### config.mk
export PLATFORM = sky130hd
export DESIGN_NAME = mem_stage_sram_ctrl
export DESIGN_NICKNAME = d
export VERILOG_FILES = /design/src/rtl/mem_stage_sram_ctrl.sv
export SDC_FILE = /design/constraint.sdc
export NUM_CORES = 1
export LEC_CHECK = 0
export CAP_MARGIN = 15
export CORE_MARGIN = 5
export CORE_UTILIZATION = 47
export DETAILED_ROUTE_END_ITERATION = 10
export GPL_TIMING_DRIVEN = 0
export PLACE_DENSITY_LB_ADDON = 0.25
export SLEW_MARGIN = 20
export SYNTH_ARGS = -nofsm -noshare
export SYNTH_HDL_FRONTEND = slang
export SYNTH_SLANG_ARGS = --single-unit
### constraint.sdc
create_clock -name clk -period 4.8 [get_ports clk]
set_input_delay 0.72 -clock clk [delete_from_list [all_inputs] [get_ports clk]]
set_output_delay 0.72 -clock clk [all_outputs]
set_load 0.03 [all_outputs]
### src/rtl/mem_stage_sram_ctrl.sv
// Memory-stage SRAM controller: splits each 32-bit load/store into two 16-bit SRAM phases.
// Optional macro SRAM_OOR_GUARD_EN rejects out-of-range addresses with a one-cycle err.
module mem_stage_sram_ctrl #(
  parameter logic [31:0] BASE_ADDR   = 32'd1024,
  parameter int unsigned WAIT_CYCLES = 2,
  parameter int unsigned SRAM_AW     = 18
) (
  input  logic               clk,
  input  logic               rst,
  input  logic               rd_en,
  input  logic               wr_en,
  input  logic [31:0]        address,
  input  logic [31:0]        write_data,
  output logic [31:0]        read_data,
  output logic               ready,
  output logic               err,
  output logic [SRAM_AW-1:0] sram_addr,
  output logic               sram_we_n,
  output logic [15:0]        sram_dq_out,
  output logic               sram_dq_oe,
  input  logic [15:0]        sram_dq_in
);

  typedef enum logic [1:0] {IDLE, LOW, HIGH, DONE} state_e;

  localparam logic [3:0] LastCnt = 4'(WAIT_CYCLES - 1);

  state_e             state_q, state_d;
  logic [3:0]         cnt_q, cnt_d;
  logic               wr_q, wr_d;
  logic [SRAM_AW-2:0] word_q, word_d;
  logic [31:0]        wd_q, wd_d;
  logic [31:0]        rdata_q, rdata_d;
  logic               oor_q, oor_d;
  logic [31:0]        off;
  logic               req;
  logic               oor_req;

  assign off = address - BASE_ADDR;
  assign req = rd_en | wr_en;

`ifdef SRAM_OOR_GUARD_EN
  assign oor_req = (address < BASE_ADDR) || ((off >> (SRAM_AW + 1)) != 32'd0);
`else
  assign oor_req = 1'b0;
`endif

  assign read_data = rdata_q;
  assign err       = (state_q == DONE) && oor_q;

  always_ff @(posedge clk) begin
    if (rst) begin
      state_q <= IDLE;
      cnt_q   <= '0;
      wr_q    <= 1'b0;
      word_q  <= '0;
      wd_q    <= '0;
      rdata_q <= '0;
      oor_q   <= 1'b0;
    end else begin
      state_q <= state_d;
      cnt_q   <= cnt_d;
      wr_q    <= wr_d;
      word_q  <= word_d;
      wd_q    <= wd_d;
      rdata_q <= rdata_d;
      oor_q   <= oor_d;
    end
  end

  always_comb begin
    state_d     = state_q;
    cnt_d       = cnt_q;
    wr_d        = wr_q;
    word_d      = word_q;
    wd_d        = wd_q;
    rdata_d     = rdata_q;
    oor_d       = oor_q;
    ready       = 1'b0;
    sram_addr   = '0;
    sram_we_n   = 1'b1;
    sram_dq_out = '0;
    sram_dq_oe  = 1'b0;

    case (state_q)
      IDLE: begin
        ready = ~req;
        if (req) begin
          // Write wins when both enables are high.
          wr_d   = wr_en;
          word_d = off[SRAM_AW:2];
          wd_d   = write_data;
          cnt_d  = '0;
          oor_d  = oor_req;
          if (oor_req) begin
            state_d = DONE;
            if (!wr_en) rdata_d = '0;
          end else begin
            state_d = LOW;
          end
        end
      end

      LOW: begin
        sram_addr = {word_q, 1'b0};
        if (wr_q) begin
          sram_we_n   = 1'b0;
          sram_dq_oe  = 1'b1;
          sram_dq_out = wd_q[15:0];
        end
        if (cnt_q == LastCnt) begin
          cnt_d   = '0;
          state_d = HIGH;
          if (!wr_q) rdata_d[15:0] = sram_dq_in;
        end else begin
          cnt_d = cnt_q + 4'd1;
        end
      end

      HIGH: begin
        sram_addr = {word_q, 1'b1};
        if (wr_q) begin
          sram_we_n   = 1'b0;
          sram_dq_oe  = 1'b1;
          sram_dq_out = wd_q[31:16];
        end
        if (cnt_q == LastCnt) begin
          cnt_d   = '0;
          state_d = DONE;
          if (!wr_q) rdata_d[31:16] = sram_dq_in;
        end else begin
          cnt_d = cnt_q + 4'd1;
        end
      end

      DONE: begin
        ready   = 1'b1;
        state_d = IDLE;
      end

      default: state_d = IDLE;
    endcase
  end

endmodule

* After elaboration in Yosys (flattened, before gate mapping)
Cells that the tools add are included.
** Cells by class
- Add/sub/neg operators :: 2
- Multiply operators :: 0
- Div/mod/pow operators :: 0
- Order comparisons :: 0
- Eq/ne operators :: 7
- Shift operators :: 0
- Mux-type cells :: 16
- Bitwise gates (word level) :: 3
- Reduce and logical (&&, ||, !) cells :: 8
** Operators by type and width (count)
- 18-bit one-hot mux with 2 select lines :: 1
- 16-bit 2-to-1 mux :: 2
- 16-bit one-hot mux with 2 select lines :: 1
- 19-bit by 11-bit subtractor with 19-bit output (second input constant) :: 1
- 3-bit AND reduction :: 3
- 4-bit 2-to-1 mux :: 2
- 2-bit one-hot mux with 4 select lines :: 1
- 4-bit one-hot mux with 2 select lines :: 1
- 2-bit 2-to-1 mux :: 3
- 2-bit != test (second input constant) :: 3
- 4-bit by 1-bit adder with 4-bit output (second input constant) :: 1
- 2-bit == test (second input constant) :: 2
- 4-bit by 1-bit == test with 1-bit output (second input constant) :: 1
- 1-bit 2-to-1 mux :: 4
- 2-bit AND reduction :: 2
- 2-bit by 1-bit == test with 1-bit output (second input constant) :: 1
- 2-bit zero test :: 1
- 1-bit inverter :: 2
- 1-bit one-hot mux with 2 select lines :: 1
- 2-bit nonzero test :: 1
- 2-bit OR reduction :: 1
- 1-bit OR :: 1
** Word-level totals
- Flip-flop bits (word level) :: 88
- Bits in latches :: 0
- RAM bits :: 0
- Bits in read-only memories :: 0
- Bits of input ports :: 84
- Output and inout bits :: 70
- Word-level logic and storage cells :: 43
- Memories kept :: 0

* Depth between registers and ports, before layout
- Depth in word-level cells :: 4
- Depth in mapped cells :: 8
- Depth with buffers taken out :: 5

* Worst setup path before layout
Ideal clock, no wire load.
- Path type :: reg2out
- Start point :: reg state_q[1]
- End point :: out sram_dq_out[10]
- Arrival time :: 1.953 ns
- Required time :: 4.080 ns
- Path slack :: 2.127 ns
- Stages on the path, launching flop included :: 7
- Path buffers :: 2
- Cell sequence :: dfxtp_1 > inv_1 > ha_1 > clkbuf_1 > nand2_1 > clkbuf_1 > nor2_1
** Between the ends
- Cells in the longest elaborated chain, start to end :: 2
- Elaborated cells between the ends (all ways) :: 3
- Classes of those cells :: 2 x eq/ne; 1 x mux
** RTL lines
- start: declaration :: RTL line 28 : state_e state_q, state_d;
- start signal: assignment :: RTL line 61 : state_q <= state_d;
- 2-bit == test or 2-bit by 1-bit == test with 1-bit output (tied branches) :: RTL line 85 : case (state_q)
- 16-bit one-hot mux with 2 select lines (*) :: RTL line 85
- end: declaration :: RTL line 19 : output logic [15:0] sram_dq_out,
Every way passes the cells marked *; elsewhere a longest branch is shown, timed or not.

* Worst setup path in the final report
- Start point :: reg state_q[0]
- End point :: out sram_addr[4]
** Between the ends
- Cells in the longest elaborated chain, start to end :: 2
- Elaborated cells between the ends (all ways) :: 3
- Classes of those cells :: 2 x eq/ne; 1 x mux
** RTL lines
- 2-bit == test or 2-bit by 1-bit == test with 1-bit output (tied branches) :: RTL line 85
- 18-bit one-hot mux with 2 select lines (*) :: RTL line 85
- end: declaration :: RTL line 17 : output logic [SRAM_AW-1:0] sram_addr,
Marked as above.

==> flow_summary.json <==
{
  "avgRoutedWirePerCell_um": 15.6,
  "grtUsageTotal_pct": 21.9,
  "die_w_um": 102,
  "synthCells": 460,
  "synth_top_area_share_pct": 44.7,
  "rsz0062_at_grt": "no",
  "filler_cell_count": 648,
  "synth_top_family_by_area": "simple AND/OR/NAND/NOR gates",
  "p_total_mw": 2.54,
  "slew_headroom_pct": 50.7,
  "syn_nets": 552,
  "path_clk_slew_ns": 0.10,
  "arrival_ns": 3.09,
  "required_ns": 4.08,
  "ir_drop_mv": 0.268,
  "grt_pass1_wl_um": 18000,
  "io_buffer_count": 136,
  "status": "finished clean",
  "ctsResizeCount": 0,
  "synth_cell_types": 42,
  "final_max_slew_viol_count": 0,
  "gp_congestion": 0.861,
  "postCtsHoldBufs": 0,
  "layout_commonest_cell": "clkdlybuf4s50_1",
  "clk_latency_ns": 0.36,
  "combPwrFrac_pct": 39.9,
  "seqCellArea_mm2": 0.00176,
  "whs_ns": 0.459,
  "switchingPower_mw": 0.980,
  "setup.worst_path.class": "flip-flop to output port",
  "vias_per_cell": 5.22,
  "synthSimpleGateAreaFrac_pct": 25.7,
  "synth_edf_count": 0,
  "ctsLongestPathBuffers": 2,
  "r2r_cells": 7,
  "die_y_um": 102,
  "hold_violations": 0,
  "grt_pass1_vias": 3707,
  "synth_seq_cells": 88,
  "area_delta_synth_final_pct": 43.8,
  "min_path_type": "flip-flop to flip-flop",
  "routed-via-count": 3741,
  "clock.fmax_mhz": 263,
  "drtPass1Iterations": 5,
  "syn_area_mm2": 0.00394,
  "ctsRootBufferMaster": "clkbuf_8",
  "end_kind": "output port",
  "fin_setup_tns_ns": 0,
  "synth_fa_ha_area_share_pct": 2.54,
  "dpl.hpwl_um": 8440,
  "cts_sinks": 88,
  "p_sw_share_pct": 38.6,
  "coreArea_mm2": 0.00818,
  "cts_tree": "done",
  "tightest_slew_ns": 0.738,
  "row_count": 33,
  "fin_util_pct": 69.3,
  "overflow": 0,
  "antenna_found_initial": 0,
  "fin_skew_ns": 0.0118,
  "grt_max_degree": 17,
  "ys.flop_type": "dfxtp_1",
  "p_seq_share_pct": 37.1,
  "synthTopCellsByArea": "dfxtp_1, mux2i_1, nand2b_1, nand2_1, a21oi_1",
  "first_iter_violations": 181,
  "power_density_mw_per_mm2": 448,
  "start_util_pct": 48.2,
  "num-nets-final": 699,
  "seq_area_frac_synth_pct": 44.7,
  "syn_area_per_cell_um2": 8.56,
  "clock_power_share_pct": 23.0,
  "internal-power_mw": 1.56,
  "async_flop_share_pct": 0,
  "synth-xor-area-share_pct": 0.445,
  "wirelength_um": 11200,
  "htree_levels": 3,
  "max_cap_violations": 0,
  "synth.area.mux_share_pct": 8.39,
  "die_area_mm2": 0.0103,
  "ant_nets": 0,
  "boundaryPins": 154,
  "yosys_warnings": 0,
  "min_period_ns": 3.81,
  "drc": 0,
  "cts_buffers": 9,
  "p_leak_nw": 2.19,
  "crit_fanout": 10,
  "drive_gt1_share_pct": 4.74,
  "layout_common_cells": "clkdlybuf4s50_1, dfxtp_1, nand2_1",
  "start_kind": "flip-flop",
  "post_cts_buffers": 0,
  "antennaDiodeCount": 0,
  "synth_compound_area_share_pct": 12.8,
  "fin_crit_sh_pct": 79.3,
  "finalSetupViolations": 0,
  "holdPathStages": 2,
  "synth_area_leader_cell": "dfxtp_1",
  "multi_input_area_mm2": 0.00197
}
## cells in the mapped netlist (3+ instances only)
library cell / instances
dfxtp_1: 88
nand2_1: 83
nand2b_1: 50
a21oi_1: 44
mux2i_1: 33
nor2_1: 28
clkbuf_1: 25
and3_1: 17
a22oi_1: 16
ha_1: 8
a211oi_1: 7
inv_1: 6
buf_1: 5
o21ai_0: 5
a311oi_1: 4
buf_6: 3
o31ai_1: 3
or4_1: 3
## critical path: stages (launching register included)
cell and delay [ns]:
dfxtp_1 0.34, inv_1 0.14, ha_1 0.17, clkbuf_1 0.37
or2_2 0.19, clkbuf_1 0.31, clkbuf_1 0.32, and3_1 0.21
clkdlybuf4s50_1 0.68
## registers in the layout (all words and copies together), names as in the netlist
name and flops:
cnt_q 4, read_data 32, state_q 2, wd_q 32, word_q 17, wr_q 1
## area by class of cell
class	instances	area share, %
buffer	37	3.29
clock buffer	10	2.43
clock inverter	6	1.68
inverter	6	0.398
multi-input combinational	329	34.7
sequential	88	31.1
tap	105	2.32
timing repair buffer	136	24.0
## power by group through the flow
stage	clock [mW]	combinational, mW	sequential, mW
floorplan	0	0.649	0.955
global placement	0	0.986	0.946
detailed placement	0	1.01	0.953
CTS	0.596	1.01	0.938
global route	0.630	1.12	0.956
finish	0.585	1.01	0.940
## cell families (layout without fill, tap and decap cells)
group,after synthesis,in the layout
and+or+nand+nor,202,202
DFF,88,88
AOI/OAI and AO/OA,83,83
buffers and inverters,43,195
muxes,33,33
adders and majority gates,8,8
xor gates and xnor gates,2,2
other,1,1
## routing by layer
layer	up-vias	share of wire (%)	GRT usage [%]	wire (µm)
li1	1856	-	-	-
met1	1755	42	27.6	4730
met2	117	48	36.9	5400
met3	13	7.9	5.58	883
met4	0	1.3	6.85	148
met5	-	0	0	0
## worst paths after layout
path | from | slack (ns) | end
worst min register to register | word_q[3] | 0.46 | word_q[3]
worst max-delay path | state_q[0] | 0.99 | sram_addr[4]
worst min-delay path | word_q[3] | 0.46 | word_q[3]
worst max register to register | state_q[0] | 2.67 | wd_q[18]
## stage by stage
step,setup slack [ns],instance area [µm²],instances
floorplan,2.13,3940,460
global placement,1.39,5430,701
detailed placement,1.33,5430,701
CTS,1.00,5660,717
global route,0.713,5660,717
finish,0.992,5660,717
(Power assumes the default switching activity.)
